<file path="src/rtl/store_drain_ctrl.sv">
// Drains committed STQ entries oldest-first into the D-cache write port, one per cycle.
// Optional STORE_DRAIN_STALL_CNT_EN adds a saturating stall-cycle counter output.
module store_drain_ctrl #(
  parameter int SIZE_LSQ     = 32,
  parameter int SIZE_LSQ_LOG = 5,
  parameter int ADDR_W       = 32,
  parameter int DATA_W       = 32
) (
  input  logic                    clk,
  input  logic                    reset,
  input  logic [SIZE_LSQ_LOG-1:0] cntStCom_i,
  output logic [SIZE_LSQ_LOG-1:0] stqRdIndex_o,
  input  logic [ADDR_W-1:0]       stqRdAddr_i,
  input  logic [DATA_W-1:0]       stqRdData_i,
  input  logic [1:0]              stqRdSize_i,
  output logic                    dcWrValid_o,
  input  logic                    dcWrReady_i,
  output logic [ADDR_W-1:0]       dcWrAddr_o,
  output logic [DATA_W-1:0]       dcWrData_o,
  output logic [3:0]              dcWrBe_o,
  output logic                    stqRelease_o,
  output logic [SIZE_LSQ_LOG-1:0] stqHeadPtr_o,
  output logic                    drainIdle_o,
`ifdef STORE_DRAIN_STALL_CNT_EN
  output logic [31:0]             drainStallCnt_o,
`endif
  output logic                    drainErr_o
);

  localparam int SUM_W = SIZE_LSQ_LOG + 2;
  localparam logic [SUM_W-1:0] FULL = SUM_W'(SIZE_LSQ);

  logic [SIZE_LSQ_LOG:0] pending;
  logic [SIZE_LSQ_LOG:0] pendingNext;
  logic [SUM_W-1:0]      pendingSum;
  logic                  accept;
  logic                  load;
  logic                  overflow;
  logic                  sizeErr;
  logic [3:0]            beNext;
  logic [DATA_W-1:0]     dataNext;
  logic [ADDR_W-1:0]     addrNext;

  always_comb begin
    accept     = dcWrValid_o & dcWrReady_i;
    load       = (pending != '0) & (~dcWrValid_o | accept);
    pendingSum = SUM_W'(pending) + SUM_W'(cntStCom_i) - SUM_W'(load);
    // The in-flight request still occupies an STQ entry, so it counts toward capacity.
    overflow    = (pendingSum + SUM_W'(dcWrValid_o)) > FULL;
    pendingNext = (pendingSum > FULL) ? FULL[SIZE_LSQ_LOG:0] : pendingSum[SIZE_LSQ_LOG:0];

    beNext  = 4'b0000;
    sizeErr = 1'b0;
    case (stqRdSize_i)
      2'b00:   beNext = 4'b0001 << stqRdAddr_i[1:0];
      2'b01:   beNext = 4'b0011 << {stqRdAddr_i[1], 1'b0};
      2'b10:   beNext = 4'b1111;
      default: sizeErr = load;
    endcase
    dataNext = stqRdData_i << {stqRdAddr_i[1:0], 3'b000};
    addrNext = {stqRdAddr_i[ADDR_W-1:2], 2'b00};
  end

  assign stqRelease_o = accept;
  assign stqRdIndex_o = stqHeadPtr_o + SIZE_LSQ_LOG'(dcWrValid_o);
  assign drainIdle_o  = (pending == '0) & ~dcWrValid_o;

  always_ff @(posedge clk or negedge reset) begin
    if (!reset) begin
      pending      <= '0;
      stqHeadPtr_o <= '0;
      dcWrValid_o  <= 1'b0;
      dcWrAddr_o   <= '0;
      dcWrData_o   <= '0;
      dcWrBe_o     <= '0;
      drainErr_o   <= 1'b0;
    end else begin
      pending <= pendingNext;
      if (accept) begin
        stqHeadPtr_o <= stqHeadPtr_o + SIZE_LSQ_LOG'(1);
      end
      // Request fields only change on load, so they stay stable while stalled.
      if (load) begin
        dcWrValid_o <= 1'b1;
        dcWrAddr_o  <= addrNext;
        dcWrData_o  <= dataNext;
        dcWrBe_o    <= beNext;
      end else if (accept) begin
        dcWrValid_o <= 1'b0;
      end
      if (overflow | sizeErr) begin
        drainErr_o <= 1'b1;
      end
    end
  end

`ifdef STORE_DRAIN_STALL_CNT_EN
  always_ff @(posedge clk or negedge reset) begin
    if (!reset) begin
      drainStallCnt_o <= '0;
    end else if (dcWrValid_o & ~dcWrReady_i & (drainStallCnt_o != '1)) begin
      drainStallCnt_o <= drainStallCnt_o + 32'd1;
    end
  end
`endif

endmodule
</file>
<file path="config.mk">
export PLATFORM = sky130hd
export DESIGN_NAME = store_drain_ctrl
export DESIGN_NICKNAME = d
export VERILOG_FILES = /design/src/rtl/store_drain_ctrl.sv
export SDC_FILE = /design/constraint.sdc
export NUM_CORES = 1
export LEC_CHECK = 0
export CAP_MARGIN = 0
export CORE_MARGIN = 4
export CORE_UTILIZATION = 25
export DETAILED_ROUTE_END_ITERATION = 10
export PLACE_DENSITY = 0.58
export SYNTH_ARGS = -nofsm -noshare
export SYNTH_HDL_FRONTEND = slang
export SYNTH_SLANG_ARGS = --single-unit
</file>
<file path="constraint.sdc">
create_clock -name clk -period 8.3 [get_ports clk]
set_input_delay 1.66 -clock clk [delete_from_list [all_inputs] [get_ports clk]]
set_output_delay 1.66 -clock clk [all_outputs]
set_load 0.01 [all_outputs]
</file>
==> impl_metrics.py <==
metrics = {
    "run_status": {
        "status": "finished clean",
    },
    "clock_tree": {
        "clkTransAtPathRegs_ns": 0.06,
        "cts_setup_buffers": 0,
        "cts_max_path_buffers": 2,
        "cts_hold_buf": 0,
        "cts_sinks": 79,
        "cts_buffers": 9,
        "cts_tree": "done",
        "ctsResizeCount": 0,
        "insertion_delay_ns": 0.33,
        "root_buffer": "clkbuf_16",
        "htreeDepth": 3,
    },
    "drt": {
        "drt_iter0_markers": 156,
        "drcViolationCount": 0,
        "ant_nets": 0,
        "avgViaCountPerCell": 4.352,
        "dr.pass1.iters": 4,
        "wire_per_inst_um": 14.18,
        "dr_total_vias": 3508,
        "routed_wirelength_um": 11430,
    },
    "grt": {
        "grt-ovfl-total": 0,
        "track_usage_pct": 12.60,
        "antenna_found_initial": 0,
        "grt_max_degree": 96,
        "grt_pass1_vias": 3597,
        "grt_pass1_wl_um": 18400,
    },
    "synth": {
        "synth_top_family_by_area": "simple AND/OR/NAND/NOR gates",
        "synth-seq-cells": 79,
        "synth.top_cell.area_share_pct": 48.30,
        "synth-main-ff-cell": "dfrtp_1",
        "synthXorXnorAreaFrac_pct": 2.140,
        "synth-simple-area-share_pct": 20.09,
        "syn-cell-area_mm2": 0.004093,
        "ys_warn_count": 0,
        "synth_fa_ha_area_share_pct": 5.381,
        "synth_cell_types": 43,
        "seq_area_frac_synth_pct": 48.30,
        "synth_compound_area_share_pct": 12.26,
        "synth_area_per_cell_um2": 9.176,
        "synth.largest_area_cell": "dfrtp_1",
        "yosys-top-cells-area": "dfrtp_1 (48%), nand2_1 (12%), ha_1 (4.9%)",
        "synth_mux_area_share_pct": 6.634,
        "syn-instance-count": 446,
        "ys_async_sr_fraction_pct": 100.0,
        "synth_edf_count": 0,
    },
    "cells_and_area": {
        "post-route-util_pct": 38.49,
        "multi_input_area_mm2": 0.001918,
        "finalNetCount": 677,
        "fillers": 1577,
        "syn_to_final_growth_pct": 49.95,
        "layout-drive-gt1-share_pct": 7.119,
        "antenna_cells": 0,
        "ff_latch_area_mm2": 0.001977,
    },
    "floorplan": {
        "rows": 46,
        "die_w_um": 136.0,
        "ios": 156,
        "start_util_pct": 25.67,
        "dieHeight_um": 136.0,
        "die_area_mm2": 0.01848,
        "core-area_mm2": 0.01594,
    },
    "critical_path": {
        "reg2reg_slack_ns": 3.61,
        "r2r_start": "pending[5]",
        "crit_type": "input pin to register",
        "critPathCaptureType": "register",
        "r2r_end": "drainErr_o",
        "arrival_ns": 6.08,
        "start_kind": "input pin",
        "r2r_cells": 14,
        "worstPathCellList": "clkdlybuf4s50_1 > nand2b_1 > nand2_4 > inv_1 > ha_1 > inv_1 > ha_1 > fa_1 > a211oi_2 > nor4b_2 > a2111oi_4 > nand4_1 > a21oi_1 > o211ai_2",
        "slowest_delay_ns": 0.70,
        "cp_slowest_cell": "inv_1",
        "path_max_fanout": 95,
        "cp.required_ns": 8.51,
    },
    "timing": {
        "hold_viol": 0,
        "slew_headroom_pct": 33.39,
        "timing.fmax_ghz": 0.1701,
        "period_minus_slack_ns": 5.877,
        "timing.hold.ws_ns": 0.4700,
        "tightest_slew_ns": 0.9992,
        "rsz0062_at_grt": "no",
        "setup_viol": 0,
        "finalCritPeriodShare_pct": 70.81,
        "finalMaxSlewViolations": 0,
        "fin_setup_tns_ns": 0,
        "skew_ns": 0.003608,
    },
    "worst_hold_path": {
        "hold_end": "dcWrAddr_o[17]",
        "hp-class": "register to register",
        "hold_start": "dcWrAddr_o[17]",
        "hold_depth": 2,
    },
    "pwr": {
        "ir_drop_uv": 147.3,
        "pwr-share-seq_pct": 30.3,
        "clockPowerShare_pct": 21.7,
        "switching_share_pct": 35.28,
        "p_sw_mw": 0.7420,
        "pwr-share-comb_pct": 48.0,
        "cellLeakagePower_nw": 2.711,
        "p_int_mw": 1.361,
        "power.total_mw": 2.103,
        "power.density_mw_per_mm2": 342.7,
    },
    "placed_design": {
        "place_congestion": 0.7685,
        "dpl.hpwl_um": 8526,
        "portBuffers": 153,
    },
    "job": {
        "drv_cap": 0,
    },
}
==> layout by cell type (no fill, tap or decap), types with 10 or more instances in the layout <==
| cell | Yosys | layout |
|---|---|---|
| o31ai_1 | 11 | 11 |
| nand2_1 | 131 | 130 |
| nor2_1 | 21 | 21 |
| ha_1 | 16 | 16 |
| dfrtp_1 | 79 | 79 |
| mux2i_1 | 17 | 17 |
| inv_1 | 25 | 25 |
| clkdlybuf4s50_1 | 0 | 151 |
| nor2b_1 | 10 | 10 |
| a21oi_1 | 20 | 20 |
| o21ai_0 | 22 | 22 |
==> worst max-delay path, delay by kind of cell <==
family	cells	cell delay, ns
simple gates	4	1.13
compound gates	4	0.98
fa+ha+maj	3	1.13
buf+inv	3	1.15
==> kinds of logic after synthesis <==
kind of cell | after synthesis
flops | 79
xor+xnor | 10
mux | 26
compound gates | 74
fa+ha+maj | 17
buf+inv | 51
other cells | 1
simple gates | 188
==> synthesized netlist by cell type (3+ instances only) <==
cell / count
nand2_1: 131
buf_2: 8
xor2_1: 3
nor2_2: 5
a21oi_1: 20
o31ai_1: 11
dfrtp_1: 79
nor2_1: 21
nand3_1: 3
xnor2_1: 7
clkbuf_1: 14
inv_1: 25
ha_1: 16
nor2b_1: 10
nand4_1: 4
mux2_2: 9
o21ai_0: 22
a211oi_1: 9
mux2i_1: 17
==> layer usage <==
layer	routed length [um]	part of all wire (%)	global-route usage (%)
met1	4924	43	15.39
met2	5334	47	20.16
met3	1044	9.1	5.959
met4	123	1.1	3.080
met5	0	0	0
==> state kept, by name, indices dropped and copies added (netlist names) <==
| signal | count |
|---|---|
| dcWrAddr_o | 30 |
| dcWrBe_o | 4 |
| dcWrData_o | 32 |
| dcWrValid_o | 1 |
| drainErr_o | 1 |
| pending | 6 |
| stqHeadPtr_o | 5 |
==> layout make-up <==
cell class              instances  area share (%)
multi-input cells             317           31.25
clock inverters                 3           1.468
flip-flops and latches         79           32.21
clock buffers                  12           4.179
well taps                     216           4.404
repair buffers                154           24.95
inverters                      25           1.529
==> through the flow <==
step,std cells,setup slack [ns],cell area [um2]
finish,806,2.423,6137
detailed placement,791,2.032,5791
global route,806,1.942,6137
CTS,806,2.387,6137
floorplan,447,3.974,4096
global placement,791,2.126,5791
==> how the worst max path moves through the flow <==
stage                startpoint         end
finish              dcWrReady_i  drainErr_o
global route        dcWrReady_i  drainErr_o
CTS                 dcWrReady_i  drainErr_o
detailed placement  dcWrReady_i  drainErr_o
global placement    dcWrReady_i  drainErr_o
floorplan           dcWrReady_i  drainErr_o
==> power groups by stage <==
stage	clock (mW)	sequential [mW]	combinational, mW
2_1_floorplan	0	0.688	0.482
5_1_grt	0.490	0.659	1.11
3_5_place_dp	0	0.640	1.02
6_report	0.457	0.638	1.01
3_3_place_gp	0	0.639	0.995
4_1_cts	0.473	0.640	1.02
Note: power is estimated with default switching activity, not from simulation.
